===== config.mk =====
export PLATFORM = sky130hd
export DESIGN_NAME = pc_fetch_ctrl
export DESIGN_NICKNAME = d
export VERILOG_FILES = /design/src/rtl/pc_fetch_ctrl.sv
export SDC_FILE = /design/constraint.sdc
export NUM_CORES = 1
export LEC_CHECK = 0
export CORE_MARGIN = 1
export CORE_UTILIZATION = 30
export CTS_BUF_LIST = sky130_fd_sc_hd__clkbuf_8
export DETAILED_ROUTE_END_ITERATION = 8
export PLACE_DENSITY = 0.67
export RECOVER_POWER = 25
export SYNTH_ARGS = -nofsm -noshare
export SYNTH_HDL_FRONTEND = slang
export SYNTH_SLANG_ARGS = --single-unit

===== constraint.sdc =====
create_clock -name CLK -period 2.3 [get_ports CLK]
set_input_delay 0.46 -clock CLK [delete_from_list [all_inputs] [get_ports CLK]]
set_output_delay 0.46 -clock CLK [all_outputs]
set_load 0.01 [all_outputs]

===== src/rtl/pc_fetch_ctrl.sv =====
// Instruction-fetch PC controller: sequences PC and the Stall/Flush/bubble controls for IMEM.
// Optional `PC_ALIGN_CHECK_EN adds a sticky Misalign output and forces redirect targets word-aligned.
module pc_fetch_ctrl #(
    parameter logic [31:0] RESET_VEC    = 32'd0,
    parameter int          FLUSH_CYCLES = 1,
    parameter int          PC_W         = 32
) (
    input  logic            CLK,
    input  logic            RST,
    input  logic [PC_W-1:0] UpdatedPC,
    input  logic            Branch_Taken,
    input  logic [PC_W-1:0] Branch_Target,
    input  logic            IdEx_MemRead,
    input  logic [4:0]      IdEx_Rd,
    input  logic [4:0]      IfId_Rs1,
    input  logic [4:0]      IfId_Rs2,
    input  logic            Ext_Hold,
    output logic [PC_W-1:0] PC,
    output logic            Stall,
    output logic            Flush,
    output logic            IdEx_Bubble
`ifdef PC_ALIGN_CHECK_EN
    ,
    output logic            Misalign
`endif
);

    localparam logic [1:0] S_RUN   = 2'd0;
    localparam logic [1:0] S_HOLD  = 2'd1;
    localparam logic [1:0] S_FLUSH = 2'd2;

    localparam logic [2:0]      FLUSH_LOAD = 3'(FLUSH_CYCLES);
    localparam logic [PC_W-1:0] PC_RESET   = PC_W'(RESET_VEC);

    logic [1:0]      state, state_nxt;
    logic [PC_W-1:0] pc_q, pc_nxt;
    logic [2:0]      cnt, cnt_nxt;
    logic [PC_W-1:0] pend, pend_nxt;
    logic            pend_v, pend_v_nxt;
    logic            flush_q;
    logic            redirect;
    logic [PC_W-1:0] redirect_target;
    logic            lu;

    function automatic logic [PC_W-1:0] align_target(input logic [PC_W-1:0] t);
`ifdef PC_ALIGN_CHECK_EN
        return {t[PC_W-1:2], 2'b00};
`else
        return t;
`endif
    endfunction

    assign lu = IdEx_MemRead && (IdEx_Rd != 5'd0) &&
                ((IdEx_Rd == IfId_Rs1) || (IdEx_Rd == IfId_Rs2));

    // A resolved branch squashes the dependent instruction, so it overrides the load-use stall.
    assign Stall       = RST && (Ext_Hold || (lu && !Branch_Taken));
    assign IdEx_Bubble = RST && lu && !Branch_Taken && !Ext_Hold;
    assign PC          = pc_q;
    assign Flush       = flush_q;

    // NOTE: every variable assigned here gets a default first, so no path can infer a latch.
    always_comb begin
        state_nxt       = state;
        pc_nxt          = pc_q;
        cnt_nxt         = cnt;
        pend_nxt        = pend;
        pend_v_nxt      = pend_v;
        redirect        = 1'b0;
        redirect_target = Branch_Target;

        case (state)
            S_RUN: begin
                if (Branch_Taken && !Ext_Hold) begin
                    redirect = 1'b1;
                end else if (Branch_Taken) begin
                    pend_nxt   = Branch_Target;
                    pend_v_nxt = 1'b1;
                    state_nxt  = S_HOLD;
                end else if (Ext_Hold) begin
                    state_nxt = S_HOLD;
                end else if (!lu) begin
                    pc_nxt = UpdatedPC;
                end
            end

            S_HOLD: begin
                if (Ext_Hold) begin
                    if (Branch_Taken) begin
                        pend_nxt   = Branch_Target;
                        pend_v_nxt = 1'b1;
                    end
                end else if (Branch_Taken || pend_v) begin
                    // A branch arriving on the release edge is the newest and wins.
                    redirect        = 1'b1;
                    redirect_target = Branch_Taken ? Branch_Target : pend;
                end else begin
                    pc_nxt    = UpdatedPC;
                    state_nxt = S_RUN;
                end
            end

            S_FLUSH: begin
                if (Branch_Taken) begin
                    redirect = 1'b1;
                end else if (!Ext_Hold) begin
                    pc_nxt = UpdatedPC;
                    if (cnt == 3'd1) begin
                        cnt_nxt   = 3'd0;
                        state_nxt = S_RUN;
                    end else begin
                        cnt_nxt = cnt - 3'd1;
                    end
                end
            end

            default: begin
                state_nxt = S_RUN;
                cnt_nxt   = 3'd0;
            end
        endcase

        if (redirect) begin
            pc_nxt     = align_target(redirect_target);
            cnt_nxt    = FLUSH_LOAD;
            pend_v_nxt = 1'b0;
            state_nxt  = S_FLUSH;
        end
    end

    // NOTE: sequential state uses non-blocking assignments so every register samples pre-edge values.
    always_ff @(posedge CLK or negedge RST) begin
        if (!RST) begin
            state   <= S_RUN;
            pc_q    <= PC_RESET;
            cnt     <= 3'd0;
            pend    <= '0;
            pend_v  <= 1'b0;
            flush_q <= 1'b0;
        end else begin
            state   <= state_nxt;
            pc_q    <= pc_nxt;
            cnt     <= cnt_nxt;
            pend    <= pend_nxt;
            pend_v  <= pend_v_nxt;
            flush_q <= (state_nxt == S_FLUSH);
        end
    end

`ifdef PC_ALIGN_CHECK_EN
    always_ff @(posedge CLK or negedge RST) begin
        if (!RST) begin
            Misalign <= 1'b0;
        end else if (redirect && (redirect_target[1:0] != 2'b00)) begin
            Misalign <= 1'b1;
        end
    end
`endif

endmodule


==> reports/results.tsv <==
stage	metric	value	unit
status	status	finished, violations left	
status	failing checks	DRC, capacitance limit, slew limit	
timing	Clock Skews	0.0142	ns
synth	Post-Syn Nets	397	
setup_path	crit end category	output port	
timing	RSZ-0062 raised after global routing	false	
synth	Yosys reg bits	71	
detailed_routing	met2 wire len	4.74	mm
clock_tree	CTS Hold Bufs	0	
clock_tree	Worst-path clk slew	0.07	ns
detailed_routing	drt drc	14	
final_layout	Finished Layout Cells	593	
setup_path	slowest stage delay, CP	0.48	ns
power	Leak Pwr	2.36	nW
setup_path	sequence of cells on the critical path	dlygate4sd2_1, or4_4, o21a_1, and4_2, buf_2	
floorplan	Initial Utilization	31.2	%
power	VDD IR max	439	µV
final_layout	Layout Nets	531	
timing	Fin Setup TNS	0	ns
setup_path	Largest delay share family, worst path	simple AND/OR/NAND/NOR gates	
place	Final GP Congestion	0.803	
setup_path	critical-path maximum fanout	3	
detailed_routing	Vias per Instance	4.79	
global_routing	GRT overflow	0	
synth	ys flop type	dfrtp_1	
global_routing	largest net degree at the start of global routing	72	
setup_path	Worst setup SP type	input pin	
setup_path	R2R Setup Slk	0.52	ns
clock_tree	CTS buffer count	9	
min_path	Worst Hold Launch	PC[31]$_DFFE_PN0P_	
power	PD cells	1040	mW/mm²
global_routing	vias in the first global route	3193	
timing	final setup vio count	0	
clock_tree	H-tree levels	3	
floorplan	die height	111	µm
timing	fmax	442	MHz
setup_path	Worst EP required	1.84	ns
synth	Post-Syn Instances	311	
floorplan	# IOs	119	
clock_tree	CTS Buffer Depth	2	
floorplan	die width	111	µm
min_path	Hold Path End	PC[31]$_DFFE_PN0P_	
timing	final hold vios	0	
setup_path	reg-to-reg endpoint	PC[18]$_DFFE_PN0P_	
setup_path	CP max-delay cell	or4_4	
floorplan	core region area	0.0115	mm²
place	placed cells	576	
final_layout	share of layout cells above drive strength 1	25.1	%
floorplan	# rows	39	
detailed_routing	drt pass-1 iters	6	
timing	Tcrit/Tclk final	98.3	%
detailed_routing	Top Layer Used	met4	
synth	Yosys Warn Count	0	
clock_tree	Clock Sinks	71	
setup_path	Crit Path Category	input pin to output port	
flow_run	max cap viols	1	
synth	syn avg cell area	11.5	µm²
final_layout	leading cell type in the layout, fill and taps excluded	clkdlybuf4s50_1	
detailed_routing	overall routed net length	9.20	mm
min_path	Min-Delay Path Depth	1	
place	IO Port Bufs	118	
clock_tree	clock root cell	clkbuf_8	
detailed_routing	Starting DRT DRC Count	104	
setup_path	R2R depth	6	
place	post-DP HPWL	6.56	mm
clock_tree	CTS tree	built	
synth	share of flip-flops with an asynchronous set or reset	100	%
detailed_routing	post-route ant nets	0	
detailed_routing	WL/cell	15.5	µm
final_layout	Inserted Diodes	0	
synth	Cell Area, Synth	0.00359	mm²
min_path	HP Class	flop to flop	
final_layout	most frequent cells in the layout	110 x clkdlybuf4s50_1, 71 x dfrtp_1, 42 x inv_1	
setup_path	worst r2r src	state[1]$_DFF_PN0_	
timing	Max-slew headroom	-20.4	%
global_routing	GRT Util Overall	15.7	%
synth	sequential-to-total area share from yosys stat	49.5	%
setup_path	Worst Path Arrival	1.80	ns
detailed_routing	via count	2842	
timing	Worst-Margin Slew	1.81	ns
detailed_routing	DR WL met3	439	µm
global_routing	global-route wire length before repair	15.5	mm
final_layout	Fillers	1073	
clock_tree	clk_lat worst skew	0.34	ns
synth	Unique masters post-synth	32	
setup_path	buffers and inverters on the worst path	2	
floorplan	Die ar.	0.0124	mm²
final_layout	Area growth syn-to-layout	48.0	%
synth	EDFF count, synth	0	
timing	Tmin final	2.26	ns
final_layout	fin util	46.1	%
global_routing	initial antenna violation count	0	
timing	Max Slew Vio Count	72	
detailed_routing	WL met1	3.92	mm
## flip-flops by register name, summed over array words and instances (netlist names)
signal and flops:
pend_v 1, Flush 1, state 2, PC 32
cnt 3, pend 32
## metrics by stage
step	total power, mW	instance area (µm²)	setup WS [ns]	hold WS, ns
after CTS	5.62	5310	0.00960	0.414
after global routing	5.90	5310	0.0148	0.518
final	5.55	5310	0.0381	0.509
after global placement	4.49	5120	-0.511	0.487
after detailed placement	4.59	5120	-0.558	0.494
after floorplan	3.46	3590	0.314	0.164
## how the worst max path moves through the flow
| stage | end | startpoint | cells after the start | slack, ns |
|---|---|---|---|---|
| after floorplan | PC[0]$_DFFE_PN0P_ | IdEx_Rd[1] | 5 | 0.31 |
| after global placement | Stall | IdEx_Rd[1] | 6 | -0.51 |
| after detailed placement | Stall | IdEx_Rd[1] | 6 | -0.56 |
| after CTS | IdEx_Bubble | IdEx_Rd[2] | 5 | 0.01 |
| after global routing | IdEx_Bubble | IdEx_Rd[2] | 5 | 0.01 |
| final | IdEx_Bubble | IdEx_Rd[3] | 5 | 0.04 |
## cells in the mapped netlist, drive strengths merged, types with 2 or more instances
cell,n,area [µm²]
dfrtp,71,1780
mux2,64,833
inv,41,154
a21oi,36,180
o22ai,33,206
buf,10,62.6
xnor2,10,87.6
clkbuf,8,31.3
nand2,6,22.5
o21ai,5,25.0
nor2,4,15.0
nand3,3,15.0
a31oi,2,18.8
ha,2,25.0
o21a,2,15.0
o311ai,2,17.5
or4,2,15.0
## repair_timing
action                     4_1_cts  5_1_grt
setup endpoints to repair        3        2
setup buffers                    1        0
pin swaps                        3        2
gates resized for setup         14        4
## layout make-up
class / count / area [µm²] / share of cell area [%]
repair buffers: 141 / 1420 / 26.7
clock inverters: 7 / 72.6 / 1.37
well taps: 143 / 179 / 3.37
clock buffers: 9 / 124 / 2.33
inverters: 41 / 154 / 2.90
flip-flops and latches: 71 / 1780 / 33.4
multi-input cells: 181 / 1590 / 29.9
## where the power goes
group	internal [mW]	switching (mW)
Clock	0.503	0.499
Sequential	1.84	0.341
Combinational	1.50	0.861
## kinds of logic after synthesis
family	Yosys count	share of synthesized area (%)
compound gates	84	14.0
flops	71	49.5
mux	64	23.2
buf+inv	59	6.90
simple gates	21	3.21
xor+xnor	10	2.44
fa+ha+maj	2	0.697
## layer usage
metal,up-vias,track usage [%]
li1,1363,-
met5,-,0
met4,0,4.14
met3,8,4.79
met2,69,27.8
met1,1402,18.4
Power figures use the tool's default switching activity.
